<file path="src/rtl/id_ex_stage_pkg.sv">
// Shared constants and types for the ID/EX pipeline register.
// Holds the opcode/funct encodings, the forwarding-source enum and the captured control struct.
package id_ex_stage_pkg;

    localparam logic [6:0] RTYPEOP   = 7'b0110011;
    localparam logic [6:0] ITYPEOP   = 7'b0010011;
    localparam logic [2:0] SRLFUNCT3 = 3'b101;

    typedef enum logic [1:0] {
        FWD_REG,
        FWD_EXMEM,
        FWD_MEMWB
    } fwd_sel_e;

    typedef struct packed {
        logic [6:0] opcode;
        logic [2:0] funct3;
        logic [6:0] funct7;
        logic       reg_write;
        logic       mem_read;
    } id_ex_t;

    // Shift-immediates carry their arithmetic/logical selector in imm[11:5].
    function automatic logic [6:0] capture_funct7(
        input logic [6:0] opcode,
        input logic [2:0] funct3,
        input logic [6:0] funct7,
        input logic [6:0] imm_hi
    );
        logic [6:0] result;
        result = 7'b0;
        if (opcode == RTYPEOP) begin
            result = funct7;
        end else if (opcode == ITYPEOP && funct3 == SRLFUNCT3) begin
            result = imm_hi;
        end
        return result;
    endfunction

endpackage

</file>
<file path="src/rtl/id_ex_stage_operand_forward.sv">
// Per-operand forwarding mux: EX/MEM beats MEM/WB beats the stored register value.
// x0 is never forwarded, so a write to x0 upstream cannot corrupt a zero operand.
module operand_forward
    import id_ex_stage_pkg::*;
#(
    parameter int WIDTH   = 32,
    parameter int REGADDR = 5
) (
    input  logic [REGADDR-1:0] rs_addr,
    input  logic [WIDTH-1:0]   reg_data,
    input  logic [REGADDR-1:0] exmem_rd,
    input  logic               exmem_reg_write,
    input  logic [WIDTH-1:0]   exmem_result,
    input  logic [REGADDR-1:0] memwb_rd,
    input  logic               memwb_reg_write,
    input  logic [WIDTH-1:0]   memwb_result,
    output logic [WIDTH-1:0]   fwd_data
);

    fwd_sel_e sel;

    always_comb begin
        sel = FWD_REG;
        if (exmem_reg_write && exmem_rd == rs_addr && rs_addr != '0) begin
            sel = FWD_EXMEM;
        end else if (memwb_reg_write && memwb_rd == rs_addr && rs_addr != '0) begin
            sel = FWD_MEMWB;
        end
    end

    always_comb begin
        case (sel)
            FWD_EXMEM: fwd_data = exmem_result;
            FWD_MEMWB: fwd_data = memwb_result;
            default:   fwd_data = reg_data;
        endcase
    end

endmodule

</file>
<file path="src/rtl/id_ex_stage.sv">
// ID/EX pipeline register feeding the execute ALU: captures decoded instructions,
// inserts load-use bubbles, refreshes held operands from MEM/WB and forwards operands.
module id_ex_stage
    import id_ex_stage_pkg::*;
#(
    parameter int WIDTH   = 32,
    parameter int REGADDR = 5
) (
    input  logic               clk,
    input  logic               rst,
    input  logic               flush,
    input  logic               id_valid,
    output logic               id_ready,
    input  logic [REGADDR-1:0] id_rs1_addr,
    input  logic [REGADDR-1:0] id_rs2_addr,
    input  logic [REGADDR-1:0] id_rd_addr,
    input  logic [WIDTH-1:0]   id_rs1_data,
    input  logic [WIDTH-1:0]   id_rs2_data,
    input  logic [WIDTH-1:0]   id_imm,
    input  logic [6:0]         id_opcode,
    input  logic [2:0]         id_funct3,
    input  logic [6:0]         id_funct7,
    input  logic               id_mem_read,
    input  logic               id_reg_write,
    input  logic [REGADDR-1:0] exmem_rd,
    input  logic               exmem_reg_write,
    input  logic [WIDTH-1:0]   exmem_result,
    input  logic [REGADDR-1:0] memwb_rd,
    input  logic               memwb_reg_write,
    input  logic [WIDTH-1:0]   memwb_result,
    output logic               ex_valid,
    input  logic               ex_ready,
    output logic [WIDTH-1:0]   ex_op1,
    output logic [WIDTH-1:0]   ex_op2,
    output logic [6:0]         ex_opcode,
    output logic [2:0]         ex_funct3,
    output logic [6:0]         ex_funct7,
    output logic [REGADDR-1:0] ex_rd,
    output logic               ex_reg_write,
    output logic               ex_mem_read,
    output logic [WIDTH-1:0]   ex_rs2_fwd
);

    logic               valid_reg;
    id_ex_t             ctrl_reg;
    id_ex_t             ctrl_next;
    logic [REGADDR-1:0] rs1_addr_reg;
    logic [REGADDR-1:0] rs2_addr_reg;
    logic [REGADDR-1:0] rd_reg;
    logic [WIDTH-1:0]   rs1_data_reg;
    logic [WIDTH-1:0]   rs2_data_reg;
    logic [WIDTH-1:0]   imm_reg;

    logic               adv;
    logic               haz;
    logic               refresh_rs1;
    logic               refresh_rs2;
    logic [WIDTH-1:0]   fwd_rs1;
    logic [WIDTH-1:0]   fwd_rs2;

    assign adv = ~valid_reg | ex_ready;

    // Load in EX whose destination is needed by the instruction in decode.
    assign haz = valid_reg & ctrl_reg.mem_read & (rd_reg != '0) &
                 ((rd_reg == id_rs1_addr) |
                  ((rd_reg == id_rs2_addr) & (id_opcode == RTYPEOP)));

    assign id_ready = ~rst & adv & ~haz & ~flush;

    assign refresh_rs1 = memwb_reg_write & (memwb_rd == rs1_addr_reg) & (rs1_addr_reg != '0);
    assign refresh_rs2 = memwb_reg_write & (memwb_rd == rs2_addr_reg) & (rs2_addr_reg != '0);

    always_comb begin
        ctrl_next           = '0;
        ctrl_next.opcode    = id_opcode;
        ctrl_next.funct3    = id_funct3;
        ctrl_next.funct7    = capture_funct7(id_opcode, id_funct3, id_funct7, id_imm[11:5]);
        ctrl_next.reg_write = id_reg_write;
        ctrl_next.mem_read  = id_mem_read;
    end

    always_ff @(posedge clk or posedge rst) begin
        if (rst) begin
            valid_reg    <= 1'b0;
            ctrl_reg     <= '0;
            rs1_addr_reg <= '0;
            rs2_addr_reg <= '0;
            rd_reg       <= '0;
            rs1_data_reg <= '0;
            rs2_data_reg <= '0;
            imm_reg      <= '0;
        end else if (flush || (adv && haz)) begin
            valid_reg          <= 1'b0;
            ctrl_reg.reg_write <= 1'b0;
            ctrl_reg.mem_read  <= 1'b0;
        end else if (adv) begin
            valid_reg <= id_valid;
            if (id_valid) begin
                ctrl_reg     <= ctrl_next;
                rs1_addr_reg <= id_rs1_addr;
                rs2_addr_reg <= id_rs2_addr;
                rd_reg       <= id_rd_addr;
                rs1_data_reg <= id_rs1_data;
                rs2_data_reg <= id_rs2_data;
                imm_reg      <= id_imm;
            end
        end else begin
            // Stalled: absorb values retiring now so they survive past the MEM/WB window.
            if (refresh_rs1) begin
                rs1_data_reg <= memwb_result;
            end
            if (refresh_rs2) begin
                rs2_data_reg <= memwb_result;
            end
        end
    end

    operand_forward #(
        .WIDTH   (WIDTH),
        .REGADDR (REGADDR)
    ) u_fwd_rs1 (
        .rs_addr         (rs1_addr_reg),
        .reg_data        (rs1_data_reg),
        .exmem_rd        (exmem_rd),
        .exmem_reg_write (exmem_reg_write),
        .exmem_result    (exmem_result),
        .memwb_rd        (memwb_rd),
        .memwb_reg_write (memwb_reg_write),
        .memwb_result    (memwb_result),
        .fwd_data        (fwd_rs1)
    );

    operand_forward #(
        .WIDTH   (WIDTH),
        .REGADDR (REGADDR)
    ) u_fwd_rs2 (
        .rs_addr         (rs2_addr_reg),
        .reg_data        (rs2_data_reg),
        .exmem_rd        (exmem_rd),
        .exmem_reg_write (exmem_reg_write),
        .exmem_result    (exmem_result),
        .memwb_rd        (memwb_rd),
        .memwb_reg_write (memwb_reg_write),
        .memwb_result    (memwb_result),
        .fwd_data        (fwd_rs2)
    );

    assign ex_valid     = valid_reg;
    assign ex_op1       = fwd_rs1;
    assign ex_op2       = (ctrl_reg.opcode == RTYPEOP) ? fwd_rs2 : imm_reg;
    assign ex_rs2_fwd   = fwd_rs2;
    assign ex_opcode    = ctrl_reg.opcode;
    assign ex_funct3    = ctrl_reg.funct3;
    assign ex_funct7    = ctrl_reg.funct7;
    assign ex_rd        = rd_reg;
    assign ex_reg_write = valid_reg & ctrl_reg.reg_write;
    assign ex_mem_read  = valid_reg & ctrl_reg.mem_read;

endmodule

</file>
<file path="config.mk">
export PLATFORM = sky130hd
export DESIGN_NAME = id_ex_stage
export DESIGN_NICKNAME = d
export VERILOG_FILES = /design/src/rtl/id_ex_stage_pkg.sv /design/src/rtl/id_ex_stage_operand_forward.sv /design/src/rtl/id_ex_stage.sv
export SDC_FILE = /design/constraint.sdc
export NUM_CORES = 1
export LEC_CHECK = 0
export ABC_CLOCK_PERIOD_IN_PS = 3990
export CAP_MARGIN = 10
export CORE_ASPECT_RATIO = 1.75
export CORE_MARGIN = 2
export CORE_UTILIZATION = 40
export CTS_BUF_LIST = sky130_fd_sc_hd__clkbuf_4
export DETAILED_ROUTE_END_ITERATION = 6
export PLACE_DENSITY = 0.8
export SETUP_SLACK_MARGIN = 0.15
export SYNTH_ARGS = -nofsm -noshare
export SYNTH_HDL_FRONTEND = slang
export SYNTH_SLANG_ARGS = --single-unit
</file>
<file path="constraint.sdc">
create_clock -name clk -period 3.99 [get_ports clk]
set_input_delay 0.798 -clock clk [delete_from_list [all_inputs] [get_ports clk]]
set_output_delay 0.798 -clock clk [all_outputs]
set_load 0.05 [all_outputs]
</file>
==> impl_metrics.py <==
metrics = {
    "global_routing": {
        "track_usage_pct": 28.2,
        "grt_max_degree": 74,
        "grt.overflow.total": 0,
        "grt_pass1_wl_um": 43200,
        "grt_busiest_layer": "met2",
        "use_met2_pct": 48.3,
        "grt_use_met3_pct": 6.22,
        "first_global_vias": 7520,
        "use_met1_pct": 32.6,
        "antenna_found_initial": 4,
    },
    "logic_synthesis": {
        "synth.net_count": 925,
        "syn_inst": 714,
        "ys_ff_latch": 131,
        "seq_area_frac_synth_pct": 43.0,
        "ys_warn_count": 0,
        "ys_types": 38,
        "syn_avg_cell_area_um2": 10.7,
        "syn-cell-area_um2": 7620,
    },
    "timing": {
        "setup_viol": 0,
        "min_period_ns": 3.87,
        "fmax_ghz": 0.258,
        "slew_headroom_pct": 49.6,
        "rsz0062_at_grt": "yes",
        "setup_tns_ns": 0,
        "worstMarginPinSlew_ns": 0.756,
        "drv_slew": 0,
        "min_period_over_period_pct": 97.1,
        "finalHoldViolCount": 0,
        "skew_ns": 0.0230,
    },
    "placement": {
        "place_area_um2": 11800,
        "place.port_buffers": 332,
        "gp_congestion": 0.923,
        "dp_hpwl_um": 21300,
    },
    "run_status": {
        "outcome": "complete, no violations",
    },
    "clock_network": {
        "clockBufferDepth": 2,
        "cts_tree": "built",
        "cts.sinks": 131,
        "cts_hold_buf": 0,
        "numCtsBuffers": 17,
        "htree_levels": 4,
        "cts-root-buf": "clkbuf_4",
        "clkSlewWorstSetupHoldPaths_ns": 0.13,
        "clock_latency_ns": 0.56,
    },
    "routing": {
        "vias": 7360,
        "drtIter0Drc": 490,
        "ant_nets": 0,
        "viasPerCell": 5.72,
        "wire_per_inst_um": 23.4,
        "first_pass_iters": 5,
        "drc": 0,
        "drt_wl_total_um": 30100,
    },
    "power": {
        "p_leak_nw": 4.90,
        "powerDensity_nw_per_um2": 429,
        "ir_drop_v": 0.000227,
    },
    "finish": {
        "layout_common_cells": "clkdlybuf4s50_1 (229), dfrtp_1 (128), mux2_2 (85)",
        "drive_above_1_share_pct": 31.0,
        "layout_commonest_cell": "clkdlybuf4s50_1",
        "area_delta_synth_final_pct": 64.5,
        "fin_util_pct": 67.2,
        "final_area_um2": 12500,
        "nets": 1246,
    },
    "worst_setup_path": {
        "cp_max_fo": 6,
        "crit_family": "simple AND/OR/NAND/NOR gates",
        "slowest_stage": "or4_4",
        "end_kind": "primary output",
        "cp.arrival_ns": 3.07,
        "worstSetupPathType": "register to primary output",
        "cp-start-kind": "register",
        "required_ns": 3.19,
        "critPathBufInv": 4,
        "path_cells": "or4_4 -> nor2_4 -> nor4_4 -> buf_6 -> clkbuf_16 -> buf_12 -> mux2i_4 -> a21oi_2 -> mux2_2 -> buf_4",
        "slowest_delay_ns": 0.56,
    },
    "floorplanning": {
        "io_pins": 333,
        "core_um2": 18700,
        "row_count": 66,
        "start_util_pct": 40.8,
        "die_h_um": 187,
        "die_x_um": 108,
        "die_area_um2": 20200,
    },
    "flow_run": {
        "cap_violations": 0,
    },
    "hold_path": {
        "hp-class": "register to register",
    },
}
-- report_power, final --
part | switching (mW) | leakage [nW] | internal [mW] | total, mW
clock | 0.560 | 0.165 | 0.502 | 1.06
combinational | 1.42 | 3.28 | 1.22 | 2.64
sequential | 0.156 | 1.46 | 1.53 | 1.69
total | 2.13 | 4.90 | 3.25 | 5.38
-- final timing paths --
path | start | to | slack, ns | cells past startpoint
min | imm_reg[13] | imm_reg[13] | 0.52 | 1
max in group asynchronous | rst | rs1_data_reg[17] | 2.45 | 3
max | rs2_addr_reg[4] | ex_op2[24] | 0.12 | 10
min in group asynchronous | rst | imm_reg[6] | 0.64 | 2
max reg2reg | rs1_addr_reg[2] | rs1_data_reg[27] | 1.14 | 8
min reg2reg | imm_reg[13] | imm_reg[13] | 0.52 | 1
-- metal layers --
metal,up-vias,part of all wire (%)
met3,89,6.3
met5,-,0.15
met1,3594,37
li1,3330,-
met4,6,5.1
met2,341,52
-- cells in the mapped netlist, drive strengths merged --
cell type,instances,share of area (%)
xor2,14,1.6
nor2b,2,0.16
nor3,6,0.61
nor4,4,0.72
nand4,6,0.49
mux2,89,13
a21oi,33,2.2
inv,1,0.049
dfrtp,131,43
a31oi,1,0.082
o22ai,64,5.3
a211oi,1,0.099
nand3,4,0.26
nor2,39,1.9
xnor2,16,1.8
o21ai,34,2.3
a221o,7,0.92
a2bb2oi,65,7.5
nand2b,3,0.25
nand3b,1,0.099
nor4b,2,0.23
and2,2,0.16
clkbuf,33,1.6
nand2,38,1.9
buf,41,3.7
mux2i,64,8.4
or4,4,0.39
o22a,7,0.80
nand4bb,2,0.30
-- area by class of cell --
class	instances	area [µm²]
fill	1409	6130
timing repair buffer	376	4380
multi-input combinational	508	4240
sequential	131	3280
tap	238	298
clock inverter	15	208
clock buffer	17	128
inverter	1	7.51
antenna	1	2.50
-- stage by stage --
step	std cells	hold WS (ns)	power (mW)	setup WS, ns
2_1_floorplan	714	0.475	3.14	0.159
3_3_place_gp	1235	0.483	4.22	0.0858
3_5_place_dp	1235	0.492	4.26	0.112
5_1_grt	1287	0.529	5.58	0.0126
6_report	1287	0.518	5.38	0.117
4_1_cts	1268	0.522	5.33	0.0914
-- logic make-up (layout without fill, tap and decap cells) --
logic type / after synthesis / after routing / synth area share [%]
buffers and inverters: 75 / 409 / 5.38
other: 0 / 1 / 0
and+or+nand+nor: 113 / 113 / 7.47
AOI/OAI and AO/OA: 212 / 212 / 19.1
muxes: 153 / 153 / 21.6
xor gates and xnor gates: 30 / 30 / 3.45
DFF: 131 / 131 / 43.0
-- repair_timing --
| item | CTS | global route |
|---|---|---|
| endpoints found under the setup margin | 17 | 30 |
| hold endpoints to repair | 0 | 0 |
| setup buffers | 1 | 14 |
| pin swaps | 1 | 10 |
| cloned | 0 | 4 |
| resized for setup | 3 | 46 |
No activity file was read; power rests on OpenSTA's default activity.
